`config.mk`:
```
export PLATFORM = sky130hd
export DESIGN_NAME = dmem_access_ctrl
export DESIGN_NICKNAME = d
export VERILOG_FILES = /design/src/rtl/dmem_access_ctrl.sv
export SDC_FILE = /design/constraint.sdc
export NUM_CORES = 1
export LEC_CHECK = 0
export CORE_ASPECT_RATIO = 1.2
export CORE_MARGIN = 10
export CORE_UTILIZATION = 40
export CTS_BUF_LIST = sky130_fd_sc_hd__clkbuf_16
export CTS_CLUSTER_SIZE = 12
export DETAILED_ROUTE_END_ITERATION = 8
export DONT_BUFFER_PORTS = 1
export SYNTH_ARGS = -nofsm -noshare
export SYNTH_HDL_FRONTEND = slang
export SYNTH_SLANG_ARGS = --single-unit
```
`constraint.sdc`:
```
create_clock -name clk -period 3.1 [get_ports clk]
set_clock_uncertainty 0.1 [all_clocks]
set_input_delay 0.31 -clock clk [delete_from_list [all_inputs] [get_ports clk]]
set_output_delay 0.31 -clock clk [all_outputs]
set_load 0.05 [all_outputs]
```
`src/rtl/dmem_access_ctrl.sv`:
```
// Two-port round-robin arbiter and access sequencer in front of a word-wide data memory.
// Sub-word stores are read-modify-write; sub-word loads are zero-extended.
module dmem_access_ctrl #(
  parameter int unsigned ADDR_WIDTH = 12
) (
  input  logic                  clk,
  input  logic                  clr_n,
  input  logic                  r0_req,
  input  logic                  r0_we,
  input  logic [1:0]            r0_mode,
  input  logic [ADDR_WIDTH-1:0] r0_addr,
  input  logic [31:0]           r0_wdata,
  input  logic                  r1_req,
  input  logic                  r1_we,
  input  logic [1:0]            r1_mode,
  input  logic [ADDR_WIDTH-1:0] r1_addr,
  input  logic [31:0]           r1_wdata,
  output logic                  done0,
  output logic                  done1,
  output logic                  err,
  output logic [31:0]           rdata,
  output logic                  busy,
  output logic [ADDR_WIDTH-3:0] m_addr,
  output logic [31:0]           m_wdata,
  output logic                  m_we,
  input  logic [31:0]           m_rdata
);

  localparam int unsigned IDX_W = ADDR_WIDTH - 2;

  typedef enum logic [1:0] {IDLE, ACCESS, MERGE, RESP} state_t;

  state_t            state, state_d;
  logic              last_grant, last_grant_d;
  logic              gnt_q, gnt_d;
  logic              we_q, we_d;
  logic [1:0]        mode_q, mode_d;
  logic [1:0]        lo_q, lo_d;
  logic [15:0]       wd_q, wd_d;
  logic              fault_q, fault_d;

  logic              done0_d, done1_d, err_d, busy_d, m_we_d;
  logic [31:0]       rdata_d, m_wdata_d;
  logic [IDX_W-1:0]  m_addr_d;

  logic                  gnt_c;
  logic                  sel_we_c;
  logic [1:0]            sel_mode_c;
  logic [ADDR_WIDTH-1:0] sel_addr_c;
  logic [31:0]           sel_wdata_c;
  logic                  sel_fault_c;

  // Reserved size, odd halfword, or non-word-aligned word.
  function automatic logic is_fault(input logic [1:0] mode, input logic [1:0] lo);
    logic f;
    case (mode)
      2'b00:   f = 1'b0;
      2'b01:   f = lo[0];
      2'b10:   f = (lo != 2'b00);
      default: f = 1'b1;
    endcase
    return f;
  endfunction

  function automatic logic [31:0] load_field(input logic [1:0] mode, input logic [1:0] lo,
                                             input logic [31:0] w);
    logic [31:0] f;
    f = w;
    case (mode)
      2'b00: begin
        case (lo)
          2'd0:    f = {24'd0, w[7:0]};
          2'd1:    f = {24'd0, w[15:8]};
          2'd2:    f = {24'd0, w[23:16]};
          default: f = {24'd0, w[31:24]};
        endcase
      end
      2'b01:   f = lo[1] ? {16'd0, w[31:16]} : {16'd0, w[15:0]};
      default: f = w;
    endcase
    return f;
  endfunction

  function automatic logic [31:0] merge_lane(input logic [1:0] mode, input logic [1:0] lo,
                                             input logic [31:0] w, input logic [15:0] d);
    logic [31:0] m;
    m = w;
    case (mode)
      2'b00: begin
        case (lo)
          2'd0:    m = {w[31:8], d[7:0]};
          2'd1:    m = {w[31:16], d[7:0], w[7:0]};
          2'd2:    m = {w[31:24], d[7:0], w[15:0]};
          default: m = {d[7:0], w[23:0]};
        endcase
      end
      2'b01:   m = lo[1] ? {d[15:0], w[15:0]} : {w[31:16], d[15:0]};
      default: m = w;
    endcase
    return m;
  endfunction

  // Round-robin pick: a tie goes to the port that did not win last time.
  always_comb begin
    gnt_c       = r0_req ? (r1_req & ~last_grant) : 1'b1;
    sel_we_c    = gnt_c ? r1_we    : r0_we;
    sel_mode_c  = gnt_c ? r1_mode  : r0_mode;
    sel_addr_c  = gnt_c ? r1_addr  : r0_addr;
    sel_wdata_c = gnt_c ? r1_wdata : r0_wdata;
    sel_fault_c = is_fault(sel_mode_c, sel_addr_c[1:0]);
  end

  always_comb begin
    state_d      = state;
    last_grant_d = last_grant;
    gnt_d        = gnt_q;
    we_d         = we_q;
    mode_d       = mode_q;
    lo_d         = lo_q;
    wd_d         = wd_q;
    fault_d      = fault_q;
    rdata_d      = rdata;
    m_addr_d     = m_addr;
    m_wdata_d    = m_wdata;
    m_we_d       = 1'b0;
    done0_d      = 1'b0;
    done1_d      = 1'b0;
    err_d        = 1'b0;
    busy_d       = 1'b0;

    case (state)
      IDLE: begin
        if (r0_req || r1_req) begin
          state_d      = ACCESS;
          last_grant_d = gnt_c;
          gnt_d        = gnt_c;
          we_d         = sel_we_c;
          mode_d       = sel_mode_c;
          lo_d         = sel_addr_c[1:0];
          wd_d         = sel_wdata_c[15:0];
          fault_d      = sel_fault_c;
          m_addr_d     = sel_addr_c[ADDR_WIDTH-1:2];
          // Word store writes during ACCESS, so its strobe and data are set up now.
          if (sel_we_c && (sel_mode_c == 2'b10) && !sel_fault_c) begin
            m_we_d    = 1'b1;
            m_wdata_d = sel_wdata_c;
          end
        end
      end
      ACCESS: begin
        state_d = RESP;
        if (fault_q) begin
          rdata_d = 32'd0;
        end else if (!we_q) begin
          rdata_d = load_field(mode_q, lo_q, m_rdata);
        end else if (mode_q == 2'b10) begin
          rdata_d = 32'd0;
        end else begin
          state_d   = MERGE;
          m_we_d    = 1'b1;
          m_wdata_d = merge_lane(mode_q, lo_q, m_rdata, wd_q);
        end
      end
      MERGE: begin
        state_d = RESP;
        rdata_d = 32'd0;
      end
      RESP: begin
        state_d  = IDLE;
        m_addr_d = '0;
      end
      default: begin
        state_d  = IDLE;
        m_addr_d = '0;
      end
    endcase

    busy_d  = (state_d != IDLE);
    done0_d = (state_d == RESP) && !gnt_q;
    done1_d = (state_d == RESP) &&  gnt_q;
    err_d   = (state_d == RESP) &&  fault_q;
  end

  always_ff @(posedge clk or negedge clr_n) begin
    if (!clr_n) begin
      state      <= IDLE;
      last_grant <= 1'b1;
      gnt_q      <= 1'b0;
      we_q       <= 1'b0;
      mode_q     <= 2'b00;
      lo_q       <= 2'b00;
      wd_q       <= 16'd0;
      fault_q    <= 1'b0;
      rdata      <= 32'd0;
      m_addr     <= '0;
      m_wdata    <= 32'd0;
      m_we       <= 1'b0;
      done0      <= 1'b0;
      done1      <= 1'b0;
      err        <= 1'b0;
      busy       <= 1'b0;
    end else begin
      state      <= state_d;
      last_grant <= last_grant_d;
      gnt_q      <= gnt_d;
      we_q       <= we_d;
      mode_q     <= mode_d;
      lo_q       <= lo_d;
      wd_q       <= wd_d;
      fault_q    <= fault_d;
      rdata      <= rdata_d;
      m_addr     <= m_addr_d;
      m_wdata    <= m_wdata_d;
      m_we       <= m_we_d;
      done0      <= done0_d;
      done1      <= done1_d;
      err        <= err_d;
      busy       <= busy_d;
    end
  end

endmodule

```
# == After elaboration in Yosys (flattened, before gate mapping) ==
# Index checks and enable logic that the tools add are counted.
# word_totals
ff_bits,105
in_bits,130
word_cells,90
# op_classes
eq_ne,16
muxes,35
bitwise,2
reduce_logical,21
# ops
operator,n
$mux 32,10
$pmux 32 s2,4
$pmux 32 s3,1
$pmux 8 s3,1
$pmux 10 s2,1
$mux 16,1
$eq 2x2->1 const B,6
$mux 12,1
$mux 1,10
$mux 10,1
$ne 2x2->1 const B,5
$reduce_bool 2->1,5
$eq 2x1->1 const B,4
$logic_not 2->1,4
$pmux 2 s4,1
$reduce_and 2->1,3
$reduce_and 6->1,1
$logic_and 1x1->1,5
$mux 2,2
$ne 4x4->1 const B,1
$pmux 1 s3,1
$logic_not 1->1,2
$pmux 1 s2,1
$and 1x1->1,1
other kinds (2),2

# == Depth between registers and ports, before layout ==
# Gate-level depths: netlist (run 1).
# depth
word_depth,11
mapped_depth,9

# == Least setup slack after synthesis (run 1) ==
# Ideal clock, no wire load.
# synth_timing
path_type,register -> register
start,reg state[0]
end,reg rdata[16]
setup_time_ns,0.067
arrival_ns,1.809
path_slack_ns,1.124
path_stages_with_launch,8
n_path_buf,2
path_cell_list,dfrtp_1 -> inv_1 -> ha_1 -> nor4b_4 -> and2_0 -> clkbuf_1 -> buf_2 -> a22o_1
# synth_between
elab_chain_cells,3
elab_cells_between_ends,6
classes_between,eq/ne: 3; mux: 1; reduce/logical: 2
# synth_rtl
element,line_no,text
from (decl),33,"state_t state, state_d;"
from (signal assigned),203,state <= state_d;
$eq 2x1->1 / $eq 2x2->1 (equally long branches),131,case (state)
$ne 4x4->1 (no line) / $reduce_bool 2->1 (equally long branches),n/a,
$reduce_and 2->1 (no line),n/a,
to (signal assigned),211,rdata <= rdata_d;
to (decl),21,"output logic [31:0] rdata,"
# Several ways; a longest one is shown, not always the timed one.
# A chain may end at the register's enable or synchronous reset.

# == Worst setup path after layout (run 1) ==
# layout_timing
start,reg last_grant
end,reg m_wdata[11]
# layout_between
elab_chain_cells,10
elab_cells_between_ends,20
classes_between,eq/ne: 3; mux: 9; bitwise: 2; reduce/logical: 6
# layout_rtl
element,line_no,text
from (decl),34,"logic last_grant, last_grant_d;"
from (signal assigned),204,last_grant <= last_grant_d;
$not 1->1 (*),105,gnt_c = r0_req ? (r1_req & ~last_grant) : 1'b1;
$and 1x1->1 (*),105,
$mux 1 (*),105,
$mux 2 / $mux 12 (equally long branches),"107, 108",
$eq 2x2->1 (tied with other cells),"56, 144",
$pmux 1 s3,56,case (mode)
$logic_not 1->1,144,if (sel_we_c && (sel_mode_c == 2'b10) && !sel_fault_c) begin
$logic_and 1x1->1,144,
$ne 2x2->1 (no line),n/a,
$reduce_and 6->1 (no line),n/a,
to (signal assigned),213,m_wdata <= m_wdata_d;
to (decl),24,"output logic [31:0] m_wdata,"
# Mark *: on every way between the ends. The rest lies on a longest branch, timed or not. The select of a mux whose other input is x is not followed.

==> results of run 1 <==
## cell type report
type	instances	area, µm²
Timing Repair Buffer	35	353
Inverter	13	48.8
Clock buffer	9	225
Sequential cell	105	2630
Tap cell	175	219
Fill cell	1385	7850
Clock inverter	7	95.1
Multi-Input combinational cell	469	2990
## registers in the layout, summed over array words and instances (netlist names)
signal and flops:
state 2, fault_q 1, wd_q 16, m_addr 10, last_grant 1, gnt_q 1, m_we 1, we_q 1
lo_q 2, rdata 32, done1 1, mode_q 2, m_wdata 32, done0 1, busy 1, err 1
## synth_stat cells, types with 4 or more instances
cell / number
nor2b_1: 11
o2bb2ai_1: 8
a211oi_2: 4
o221ai_1: 8
a211oi_1: 12
nor2_1: 30
a21o_1: 9
nand2b_1: 10
a22o_1: 40
o22a_1: 8
o21ai_1: 10
and3_1: 10
mux2i_1: 47
a21oi_1: 13
dfrtp_1: 104
nand3_1: 24
inv_1: 13
buf_1: 4
a31oi_1: 25
clkbuf_1: 33
ha_1: 4
mux2_2: 8
buf_2: 12
o21ai_0: 66
nand2_1: 102
## per-layer routing
layer  wire (µm)  up-vias  track usage, %
li1            -     2302               -
met1        7690     2317            22.7
met2        9450      211            31.3
met3        1850       20            6.57
met4         449        0            6.37
met5           0        -               0
## power groups by stage
stage | combinational, mW | sequential, mW | clock [mW]
floorplan | 2.60 | 3.67 | 0
global placement | 3.17 | 3.90 | 0
detailed placement | 3.28 | 3.91 | 0
CTS | 3.34 | 3.88 | 1.25
global route | 3.72 | 3.93 | 1.32
finish | 3.33 | 3.86 | 1.23
## cell families after synthesis
group / share of synthesized area [%]
AOI/OAI and AO/OA: 24.6
and+or+nand+nor: 15.6
DFF: 44.5
buffers and inverters: 4.96
muxes: 9.49
adders and majority gates: 0.847
## per-stage QoR
stage | util (%) | setup WS [ps]
6_report | 45.5 | 637
5_1_grt | 45.5 | 475
4_1_cts | 45.5 | 642
3_5_place_dp | 41.9 | 654
3_3_place_gp | 41.9 | 687
2_1_floorplan | - | 1120
## worst max-delay path, cell delays in order (launching register included)
cell	delay, ps
dfstp_2	540
nand2b_2	170
and2_2	430
buf_4	440
mux2i_1	380
o2bb2ai_1	180
o21ai_0	110
## worst paths after layout
kind	start	end	slack (ps)	cells after the start
worst max-delay path	last_grant$_DFFE_PN1P_	m_wdata[11]$_DFFE_PN0P_	640	6
worst min-delay path	r1_req	last_grant$_DFFE_PN1P_	10	2
worst max register to register	last_grant$_DFFE_PN1P_	m_wdata[11]$_DFFE_PN0P_	640	6
worst min register to register	gnt_q$_DFFE_PN0P_	done0$_DFF_PN0_	380	1
max in group asynchronous	clr_n	last_grant$_DFFE_PN1P_	2020	2
min in group asynchronous	clr_n	rdata[4]$_DFFE_PN0P_	440	2
==> reports/metrics.yaml, run 1 <==
global_routing:
  grt_pass1_wl_um: 29400
  grt_pass1_vias: 5010
  grtUsageTotal_pct: 19.1
  antenna_found_initial: 0
  grt_remaining_overflow: 0
  grt_max_degree: 106
cts:
  cts_tree: "done"
  post_cts_resized: 0
  clk_latency_ps: 360
  cts_root_buffer: "clkbuf_16"
  clockBufferDepth: 2
  cts_sinks: 105
  clk_pin_slew_worst_paths_ps: 70
  cts_hold_buf: 19
  cts_setup_buffers: 0
  cts_inserted_buffers: 9
  h-tree-depth: 3
detailed_routing:
  vias_per_cell: 5.97
  ant_nets: 0
  drt_wl_total_um: 19400
  drt-initial-drc-count: 404
  post_drt_wl_per_cell_um: 23.9
  firstDrtPassIters: 5
  num_vias: 4850
  route.detailed.drc: 0
floorplan:
  initial_core_util_pct: 41.0
  core_um2: 14400
  die_h_um: 153
  rows: 48
  dieArea_um2: 20100
  pin_count: 209
  die_w_um: 131
final_layout:
  design_area_um2: 6560
  nets: 767
  stdcell_count: 813
  diodes: 0
  layout-drive-gt1-share_pct: 8.93
  synthToLayoutAreaGrowth_pct: 11.1
  final_cell_mix: "dfrtp_1, nand2_1, o21ai_0"
  layout_commonest_cell: "dfrtp_1"
timing:
  tightest_slew_ps: 735
  hold_violations: 0
  fin_crit_ps: 2460
  hold-worst-slack_ps: 11.8
  rsz0062_at_grt: "false"
  tns_ps: 0
  clock.fmax_mhz: 406
  timing.final.crit_share_pct: 79.4
  slew_headroom_pct: 50.7
  slew_violations: 0
  finalSetupViolations: 0
logic_synthesis:
  syn-instance-count: 641
  synth.ff_latch_count: 105
  ys_seq_area_share_pct: 44.5
  yosys_warnings: 0
  syn-num-nets: 775
  synth_top_flop_cell: "dfrtp_1"
  synthTopCellsByArea: "dfrtp_1, mux2i_1, nand2_1, a22o_1, o21ai_0"
  ys_types: 44
  avgSynthCellArea_um2: 9.22
  synth_area_um2: 5910
  synthArstFlopShare_pct: 100
  synth_top_area_share_pct: 44.0
  synth_edf_count: 0
  synth.largest_area_cell: "dfrtp_1"
power_and_ir_drop:
  sw_frac_of_total_pct: 53.3
  power_frac_seq_pct: 45.8
  intPower_mw: 3.93
  pwr-share-clk_pct: 14.6
  power_density_nw_per_um2: 1280
  p_comb_share_pct: 39.6
  p_switching_mw: 4.48
  p_leak_nw: 2.94
  ir_worst_vdd_v: 0.000473
  power_mw: 8.41
critical_path:
  start_kind: "flip-flop"
  cp-end-kind: "flip-flop"
  cp.arrival_ps: 2600
  cp_max_fo: 21
  cp.required_ps: 3240
  critPathKind: "reg2reg"
place:
  hpwl_um: 14900
  dp.cells: 778
  port_buffers: 0
  place_area_um2: 6040
  routabilityCongestion: 0.914
flow_run:
  drv_cap: 0
min_path:
  min_path_type: "in2reg"
outcome:
  status: "completed"
Note: power is estimated with default switching activity, not from simulation.
==> inputs of run 2 (changes only) <==
==> constraint.sdc (replaced) <==
create_clock -name clk -period 2.1 [get_ports clk]
set_clock_uncertainty 0.1 [all_clocks]
set_input_delay 0.21 -clock clk [delete_from_list [all_inputs] [get_ports clk]]
set_output_delay 0.21 -clock clk [all_outputs]
set_load 0.05 [all_outputs]
==> run 2 against run 1 <==
Net effect: the run now ends with negative hold slack left; worst setup slack worse by 570 ps; maximum frequency grew 21%; design area rose by 5.5%; clock power increased by 48%; critical path depth unchanged; power rose by 54%; combinational power up 61%; global-route usage is 0.49 points higher; utilization increased by 2.5 points; sequential power up 49%; critical path type unchanged; critical endpoint is now m_wdata[12]$_DFFE_PN0P_.
==> reports/metrics.yaml, run 2 (same netlist as run 1, synthesis figures left out) <==
detailed_routing:
  num_vias: 5096  # +5.1%
  drt-initial-drc-count: 427  # +5.7%
  firstDrtPassIters: 6  # +1
  ant_nets: 0  # unchanged
  post_drt_wl_per_cell_um: 24.1  # +0.58%
  vias_per_cell: 6.03  # +1.1%
  route.detailed.drc: 0  # unchanged
  drt_wl_total_um: 20300  # +4.5%
global_routing:
  grtUsageMet3_pct: 6.12  # -0.45 points
  grt_use_met1_pct: 23.5  # +0.71 points
  gr-usage-met2_pct: 31.9  # +0.63 points
  grt_pass1_wl_um: 30400  # +3.4%
  grt.busiest_layer: "met2"
  grt_pass1_vias: 5068  # +1.2%
  antenna_found_initial: 0  # unchanged
  grt_max_degree: 106  # unchanged
  grt_remaining_overflow: 0  # unchanged
  grtUsageTotal_pct: 19.6  # +0.49 points
final_layout:
  layout_commonest_cell: "dfrtp_1"
  multiInputGateArea_um2: 3000  # +0.25%
  nets: 799  # +4.2%
  diodes: 0  # unchanged
  layout-drive-gt1-share_pct: 10.0  # +1.1 points
  top_regs: "m_wdata x32, rdata x32, wd_q x16"
  final_cell_mix: "dfrtp_1, nand2_1, o21ai_0"
  fillCellCount: 1312  # -5.3%
  final-seq-area_um2: 2630  # unchanged
  synthToLayoutAreaGrowth_pct: 17.2
floorplan:
  die_h_um: 153  # unchanged
  initial_core_util_pct: 41.0  # unchanged
  core_um2: 14400  # unchanged
  rows: 48  # unchanged
  dieArea_um2: 20100  # unchanged
  pin_count: 209  # unchanged
  die_w_um: 131  # unchanged
critical_path:
  reg2reg_slack_ps: 60  # -570 ps
  cp_num_buf_inv: 1  # unchanged
  cp-end-kind: "flip-flop"
  path_cells: "nand2b_2 > and2_2 > buf_12 > mux2i_1 > o2bb2ai_1 > o21ai_0"
  critPathKind: "reg2reg"
  critPathSlowestCell: "dfstp_2"
  start_kind: "flip-flop"
  cpPeakStageDelay_ps: 550  # about the same
  crit_family: "flip-flops"
  cp.required_ps: 2230  # -1010 ps
  cp_max_fo: 21  # unchanged
  cp.arrival_ps: 2170  # -430 ps
cts:
  cts_inserted_buffers: 9  # unchanged
  cts_tree: "done"
  clk_pin_slew_worst_paths_ps: 70  # about the same
  cts_root_buffer: "clkbuf_16"
  h-tree-depth: 3  # unchanged
  cts_hold_buf: 42  # +23
  cts_sinks: 105  # unchanged
  clockBufferDepth: 2  # unchanged
  clk_latency_ps: 350  # about the same
timing:
  slew_headroom_pct: 51.1  # +0.40 points
  rsz0062_at_grt: "false"
  timing.final.crit_share_pct: 97.0  # +18 points
  slew_violations: 0  # unchanged
  tns_ps: 0  # unchanged
  clock.fmax_mhz: 491  # +21%
  hold-worst-slack_ps: -540  # -552 ps
  fin_crit_ps: 2040  # -425 ps
  tightest_slew_ps: 729  # -5.94 ps
  finalSetupViolations: 0  # unchanged
  hold_violations: 105  # +105
power_and_ir_drop:
  ir_worst_vdd_v: 0.000728  # +54%
  p_leak_nw: 3.11  # +5.8%
  power_density_nw_per_um2: 1870  # +46%
place:
  hpwl_um: 15200  # +1.8%
  routabilityCongestion: 0.935  # +2.3%
  port_buffers: 0  # unchanged
outcome:
  status: "finished, violations left"
  violations: "negative hold slack"
min_path:
  min_path_type: "in2async"
flow_run:
  drv_cap: 0  # unchanged
[run 2: cell count changes in the layout (fill, tap and decap cells not counted), moves of 2 or more]
cell | before | now
dlygate4sd3_1 | 18 | 42
buf_12 | 2 | 5
buf_4 | 14 | 18
clkbuf_16 | 9 | 11
[run 2: cell type report]
class,instances,share of cell area [%]
clock buffer,9,3.25
timing repair buffer,67,10.2
tap,175,3.16
multi-input combinational,469,43.3
inverter,13,0.705
clock inverter,7,1.39
sequential,105,38.0
[run 2: routing by layer]
metal	vias to the layer above	routed length, µm
met5	-	0
met4	0	658
met3	37	2310
met2	263	9920
met1	2443	7440
li1	2353	-
[run 2: worst paths after layout]
check,start,end,cells after the start
worst max-delay path,last_grant$_DFFE_PN1P_,m_wdata[12]$_DFFE_PN0P_,6
worst min-delay path,clr_n,rdata[6]$_DFFE_PN0P_,0
worst max register to register,last_grant$_DFFE_PN1P_,m_wdata[12]$_DFFE_PN0P_,6
worst min register to register,gnt_q$_DFFE_PN0P_,done0$_DFF_PN0_,1
max in group asynchronous,clr_n,last_grant$_DFFE_PN1P_,0
min in group clk,r1_wdata[6],wd_q[6]$_DFFE_PN0P_,2
[run 2: power breakdown]
group | switching, mW | leakage, nW | internal (mW) | total, mW
Clock | 0.770 | 0.153 | 1.05 | 1.82
Sequential | 2.88 | 1.35 | 2.86 | 5.74
Combinational | 3.10 | 1.61 | 2.26 | 5.37
[run 2: what timing repair did]
item | CTS | global route
resized for setup | 0 | 2
setup buffers | 0 | 1
endpoints found under the setup margin | 0 | 9
endpoints found under the hold margin | 134 | 105
[run 2: metrics by stage]
| stage | std cells | setup WS, ps | utilization [%] | instance area (µm²) | power [mW] |
|---|---|---|---|---|---|
| global placement | 784 | 116 | 42.4 | 6120 | 10.7 |
| detailed placement | 784 | 62.2 | 42.4 | 6120 | 10.8 |
| finish | 845 | 62.1 | 48.0 | 6930 | 12.9 |
| global route | 845 | 1.13 | 48.0 | 6930 | 13.7 |
| CTS | 842 | 45.4 | 47.6 | 6860 | 12.7 |
| floorplan | 641 | 124 | - | 5910 | 9.26 |
